## src/rtl/mux_nx1_scan_if.sv

```systemverilog
// Bus bundle for mux_nx1_scan: parallel channel inputs, select controls and
// the registered output handshake. Optional out_parity exists only when
// PARITY_EN is defined.
interface mux_nx1_scan_if #(
    parameter int NUM_CH = 8,
    parameter int DATA_W = 8,
    parameter int SEL_W  = $clog2(NUM_CH)
);
    logic [NUM_CH*DATA_W-1:0] ch_data;
    logic [NUM_CH-1:0]        ch_valid;
    logic                     mode;
    logic [SEL_W-1:0]         sel_in;
    logic                     out_ready;
    logic [DATA_W-1:0]        out_data;
    logic                     out_valid;
    logic [SEL_W-1:0]         out_ch;
    logic                     sel_err;
    logic                     scan_wrap;
`ifdef PARITY_EN
    logic                     out_parity;

    modport master (
        output ch_data, ch_valid, mode, sel_in, out_ready,
        input  out_data, out_valid, out_ch, sel_err, scan_wrap, out_parity
    );
    modport slave (
        input  ch_data, ch_valid, mode, sel_in, out_ready,
        output out_data, out_valid, out_ch, sel_err, scan_wrap, out_parity
    );
`else
    modport master (
        output ch_data, ch_valid, mode, sel_in, out_ready,
        input  out_data, out_valid, out_ch, sel_err, scan_wrap
    );
    modport slave (
        input  ch_data, ch_valid, mode, sel_in, out_ready,
        output out_data, out_valid, out_ch, sel_err, scan_wrap
    );
`endif
endinterface

```

## src/rtl/mux_nx1_scan.sv

```systemverilog
// N:1 W-bit multiplexer with a registered output and valid/ready handshake.
// MANUAL mode selects via sel_in; SCAN mode walks a round-robin pointer.
// Optional feature macro: PARITY_EN adds out_parity = ^out_data (registered).
module mux_nx1_scan #(
    parameter int NUM_CH = 8,
    parameter int DATA_W = 8,
    parameter int SEL_W  = $clog2(NUM_CH)
) (
    input  logic           clk,
    input  logic           rst,
    mux_nx1_scan_if.slave  bus
);
    typedef enum logic {
        S_MAN  = 1'b0,
        S_SCAN = 1'b1
    } state_t;

    state_t             state_q, state_d;
    logic [SEL_W-1:0]   ptr_q, ptr_d;
    logic [DATA_W-1:0]  out_data_q, out_data_d;
    logic               out_valid_q, out_valid_d;
    logic [SEL_W-1:0]   out_ch_q, out_ch_d;
    logic               sel_err_q, sel_err_d;
    logic               scan_wrap_q, scan_wrap_d;
`ifdef PARITY_EN
    logic               out_parity_q, out_parity_d;
`endif

    logic [SEL_W-1:0]   pick_idx;
    logic [DATA_W-1:0]  pick_data;
    logic               pick_vld;
    logic               sel_ok;
    logic               ptr_last;
    logic               slot_free;
    logic               capture;

    // Channel lookup for the index in use this cycle (sel_in or scan pointer)
    always_comb begin
        pick_idx  = (state_q == S_SCAN) ? ptr_q : bus.sel_in;
        pick_data = '0;
        pick_vld  = 1'b0;
        for (int unsigned k = 0; k < NUM_CH; k++) begin
            if (pick_idx == SEL_W'(k)) begin
                pick_data = bus.ch_data[k*DATA_W +: DATA_W];
                pick_vld  = bus.ch_valid[k];
            end
        end
        sel_ok    = 32'(bus.sel_in) < 32'(NUM_CH);
        ptr_last  = (ptr_q == SEL_W'(NUM_CH - 1));
        slot_free = !out_valid_q || bus.out_ready;
    end

    // Next-state: mode tracking, pointer walk, capture/transfer and pulses
    always_comb begin
        state_d     = bus.mode ? S_SCAN : S_MAN;
        ptr_d       = ptr_q;
        out_data_d  = out_data_q;
        out_valid_d = out_valid_q;
        out_ch_d    = out_ch_q;
        sel_err_d   = 1'b0;
        scan_wrap_d = 1'b0;
        capture     = 1'b0;
`ifdef PARITY_EN
        out_parity_d = out_parity_q;
`endif
        if (slot_free) begin
            case (state_q)
                S_MAN: begin
                    if (!sel_ok) sel_err_d = 1'b1;
                    else         capture   = pick_vld;
                end
                S_SCAN: begin
                    capture     = pick_vld;
                    scan_wrap_d = ptr_last;
                    ptr_d       = ptr_last ? '0 : ptr_q + SEL_W'(1);
                end
                default: ;
            endcase
        end
        // Entering SCAN always restarts at ch0; a stall cannot delay this
        if (state_q == S_MAN && bus.mode) ptr_d = '0;
        if (capture) begin
            out_data_d  = pick_data;
            out_ch_d    = pick_idx;
            out_valid_d = 1'b1;
`ifdef PARITY_EN
            out_parity_d = ^pick_data;
`endif
        end else if (out_valid_q && bus.out_ready) begin
            out_valid_d = 1'b0;
        end
    end

    // State and output registers with synchronous reset
    always_ff @(posedge clk) begin
        if (rst) begin
            state_q     <= S_MAN;
            ptr_q       <= '0;
            out_data_q  <= '0;
            out_valid_q <= 1'b0;
            out_ch_q    <= '0;
            sel_err_q   <= 1'b0;
            scan_wrap_q <= 1'b0;
`ifdef PARITY_EN
            out_parity_q <= 1'b0;
`endif
        end else begin
            state_q     <= state_d;
            ptr_q       <= ptr_d;
            out_data_q  <= out_data_d;
            out_valid_q <= out_valid_d;
            out_ch_q    <= out_ch_d;
            sel_err_q   <= sel_err_d;
            scan_wrap_q <= scan_wrap_d;
`ifdef PARITY_EN
            out_parity_q <= out_parity_d;
`endif
        end
    end

    assign bus.out_data  = out_data_q;
    assign bus.out_valid = out_valid_q;
    assign bus.out_ch    = out_ch_q;
    assign bus.sel_err   = sel_err_q;
    assign bus.scan_wrap = scan_wrap_q;
`ifdef PARITY_EN
    assign bus.out_parity = out_parity_q;
`endif
endmodule

```

## src/flat_wrapper.sv

```systemverilog
// flat-port wrapper written by rule: the top's interface ports become plain ports
module mux_nx1_scan_flat 
#(
    parameter int NUM_CH = 8,
    parameter int DATA_W = 8,
    parameter int SEL_W  = $clog2(NUM_CH)
)
  (clk, rst, bus_ch_data, bus_ch_valid, bus_mode, bus_sel_in, bus_out_ready, bus_out_data, bus_out_valid, bus_out_ch, bus_sel_err, bus_scan_wrap);
  mux_nx1_scan_if #(.NUM_CH(NUM_CH), .DATA_W(DATA_W), .SEL_W(SEL_W)) bus_i ();
  input  logic clk;
  input  logic rst;
  input wire logic [$bits(bus_i.ch_data)-1:0] bus_ch_data;
  input wire logic [$bits(bus_i.ch_valid)-1:0] bus_ch_valid;
  input wire logic [$bits(bus_i.mode)-1:0] bus_mode;
  input wire logic [$bits(bus_i.sel_in)-1:0] bus_sel_in;
  input wire logic [$bits(bus_i.out_ready)-1:0] bus_out_ready;
  output wire logic [$bits(bus_i.out_data)-1:0] bus_out_data;
  output wire logic [$bits(bus_i.out_valid)-1:0] bus_out_valid;
  output wire logic [$bits(bus_i.out_ch)-1:0] bus_out_ch;
  output wire logic [$bits(bus_i.sel_err)-1:0] bus_sel_err;
  output wire logic [$bits(bus_i.scan_wrap)-1:0] bus_scan_wrap;
  assign bus_i.ch_data = bus_ch_data;
  assign bus_i.ch_valid = bus_ch_valid;
  assign bus_i.mode = bus_mode;
  assign bus_i.sel_in = bus_sel_in;
  assign bus_i.out_ready = bus_out_ready;
  assign bus_out_data = bus_i.out_data;
  assign bus_out_valid = bus_i.out_valid;
  assign bus_out_ch = bus_i.out_ch;
  assign bus_sel_err = bus_i.sel_err;
  assign bus_scan_wrap = bus_i.scan_wrap;
  mux_nx1_scan #(.NUM_CH(NUM_CH), .DATA_W(DATA_W), .SEL_W(SEL_W)) u_core (.clk(clk), .rst(rst), .bus(bus_i));
endmodule
```

## config.mk

```make
export PLATFORM = sky130hd
export DESIGN_NAME = mux_nx1_scan_flat
export DESIGN_NICKNAME = d
export VERILOG_FILES = /design/src/rtl/mux_nx1_scan_if.sv /design/src/rtl/mux_nx1_scan.sv /design/src/flat_wrapper.sv
export SDC_FILE = /design/constraint.sdc
export NUM_CORES = 1
export LEC_CHECK = 0
export BUFFER_PORTS_ARGS = -buffer_cell sky130_fd_sc_hd__buf_4
export CAP_MARGIN = 15
export CORE_ASPECT_RATIO = 1.75
export CORE_UTILIZATION = 44
export DETAILED_ROUTE_END_ITERATION = 6
export GPL_TIMING_DRIVEN = 0
export PLACE_DENSITY = 0.92
export SLEW_MARGIN = 30
export SYNTH_ARGS = -nofsm -noshare
export SYNTH_HDL_FRONTEND = slang
export SYNTH_SLANG_ARGS = --single-unit
```

## constraint.sdc

```tcl
create_clock -name clk -period 2.16 [get_ports clk]
set_clock_uncertainty 0.15 [all_clocks]
set_input_delay 0.432 -clock clk [delete_from_list [all_inputs] [get_ports clk]]
set_output_delay 0.432 -clock clk [all_outputs]
set_load 0.02 [all_outputs]
```

==> results.cfg <==
[pwr]
power.density_nw_per_um2 = 459
leakagePower_nw = 1.14
vdd_ir_drop_max_v = 0.000412
finalPower_mw = 1.16

[finish]
syn_to_final_growth_pct = 56.3
drive_gt1_share_pct = 46.1
final_cell_mix = buf_4, nand2_1, mux2i_1
fin_nets = 375
final_common_cell = buf_4
n_antenna_cell = 0
fin_cells = 338

[timing]
slew_viol_final = 0
tightest_slew_ps = 503
relSlewSlack_pct = 66.5
setup_viol = 0
final_hold_viol_count = 0
finalCritPeriodShare_pct = 99.3
period_minus_slack_ps = 2150
fin_ws_ps = 14.9
holdWs_ps = 275
fmax_ghz = 0.466

[yosys]
yosys_most_used_dff = dfxtp_1
syn_area_um2 = 1610
yosysTopAreaCellShare_pct = 21.1
synthCells = 190
synth_top_area_cell = dfxtp_1
synth-edff-count = 0
synthXorXnorAreaFrac_pct = 0
ys_warn_count = 0
synth_area_leaders = dfxtp_1, mux2i_1, nand2_1
yosys.cell_types.count = 54
synth.net_count = 271
synthMuxAreaShare_pct = 22.3
async_reset_ff_share_pct = 0
synthAdderAreaFrac_pct = 1.55
synth.avg_cell_area_um2 = 8.49
ys_ff_latch = 17
synth-compound-area-share_pct = 29.2
synth_top_family_by_area = compound AO/OA/AOI/OAI gates
seq_area_frac_synth_pct = 21.1
synth-simple-area-share_pct = 17.7

[clock_tree]
worstSkewPairLatency_ps = 260
clkSinkCount = 17
clock_path_buffers = 2
numCtsBuffers = 3
cts_tree = yes
hold_buffers = 0
path_clk_slew_ps = 80
cts_max_level = 1
cts_root_buffer = clkbuf_8

[hold_path]
hold_path_class = in2reg
worst_hold_path.num_cells = 2
worstHoldStart = bus_mode
min_to = u_core.state_q

[grt]
grt_pass1_wl_um = 8270
globalRoute.totalOverflow = 0
grt_max_degree = 11
antenna_found_initial = 0
track_usage_pct = 29.3
grt_pass1_vias = 1959

[setup_path]
ff2ff_path_depth = 7
cp.required_ps = 2200
r2r-end = u_core.bus.out_data[1]
crit_path_end_kind = register
r2r_setup_slack_ps = 10
start_kind = register
critPathKind = reg2reg
arrival_ps = 2190
critPathMaxFanout = 10
rr_startpoint = u_core.ptr_q[1]

[place]
dp_cells = 323
dpl.hpwl_um = 4270
gp_congestion = 0.915
pre_cts_ws_ps = -117
portBuffers = 88

[floorplan]
dieArea_um2 = 3920
start_util_pct = 47.0
die_x_um = 47.8
design.core.area_um2 = 3430
io_pins = 93
placementRows = 28
chipHeight_um = 82.1

[detailed_routing]
ant_nets = 0
wirelength_um = 6110
drc = 0
wl_met2_um = 3360
met3_length_um = 468
vias_per_cell = 6.20
first_iter_violations = 80
met1_length_um = 2010
first_pass_iters = 4
wl_per_cell_um = 18.1
dr.max_layer_used = met4
vias = 2097

[run]
drv_cap = 0

[outcome]
status = finished, final reports clean
-- area by class of cell --
type	instances	area, µm²
clock buffers	3	41.3
flip-flops and latches	17	344
well taps	45	56.3
multi-input cells	153	1190
repair buffers	99	743
inverters	3	11.3
clock inverters	1	5.00
fillers	272	911
plain buffers	17	126
-- where the power goes --
part           switching, mW  internal, mW  total, mW
sequential            0.0242         0.342      0.367
combinational          0.248         0.281      0.529
clock                  0.134         0.129      0.263
total                  0.407         0.752       1.16
-- synth_stat cells, drive strengths merged (3+ instances only) --
| cell type | number |
|---|---|
| o21ai | 6 |
| a21oi | 13 |
| clkbuf | 5 |
| buf | 12 |
| nor2 | 8 |
| dfxtp | 17 |
| o22ai | 5 |
| a211o | 4 |
| nor3b | 3 |
| o31ai | 5 |
| o2bb2ai | 4 |
| a211oi | 3 |
| a31oi | 5 |
| nand2 | 26 |
| nand3 | 4 |
| mux2 | 3 |
| mux2i | 22 |
| mux4 | 4 |
-- registers in the layout (all words and copies together), names as in the netlist --
name,cells
u_core.state_q,1
u_core.bus.out_valid,1
u_core.bus.scan_wrap,1
u_core.bus.out_ch,3
u_core.ptr_q,3
u_core.bus.out_data,8
-- through the flow --
stage	utilization [%]	setup TNS (ps)	instance area, µm²
6_report	73.5	0	2520
5_1_grt	73.5	-339	2520
4_1_cts	70.5	-10.6	2420
3_5_place_dp	67.9	-923	2330
3_3_place_gp	67.9	-431	2330
2_1_floorplan	-	0	1610
-- critical path: stages, from the launching register on --
cell	delay [ps]
dfxtp_1	340
clkbuf_4	190
mux2_4	330
buf_6	170
mux2i_1	120
a2111oi_0	430
o21ai_1	190
mux2i_1	160
-- worst max path at each step --
| stage | start | end |
|---|---|---|
| detailed placement | bus_sel_in[2] | u_core.bus.out_data[1] |
| floorplan | bus_sel_in[2] | u_core.bus.out_data[1] |
| finish | u_core.ptr_q[1] | u_core.bus.out_data[1] |
| global placement | u_core.state_q | u_core.bus.out_ch[0] |
| CTS | u_core.ptr_q[2] | u_core.bus.out_data[3] |
| global route | u_core.ptr_q[1] | u_core.bus.out_data[2] |
-- kinds of logic after synthesis --
kind of cell | count (synthesis)
other | 1
and+or+nand+nor | 57
AOI/OAI and AO/OA | 64
adders and majority gates | 2
buffers and inverters | 20
DFF | 17
muxes | 29
-- what timing repair did --
action | 4_1_cts | 5_1_grt
setup buffers | 3 | 8
setup endpoints to repair | 11 | 11
pin swaps | 1 | 4
resized for setup | 4 | 11
endpoints found under the hold margin | 0 | 0
-- routing by layer --
| metal | vias up | track usage [%] |
|---|---|---|
| li1 | 937 | - |
| met1 | 993 | 27.6 |
| met2 | 136 | 55.1 |
| met3 | 31 | 4.78 |
| met4 | 0 | 15.8 |
| met5 | - | 0 |
(Power assumes the default switching activity.)
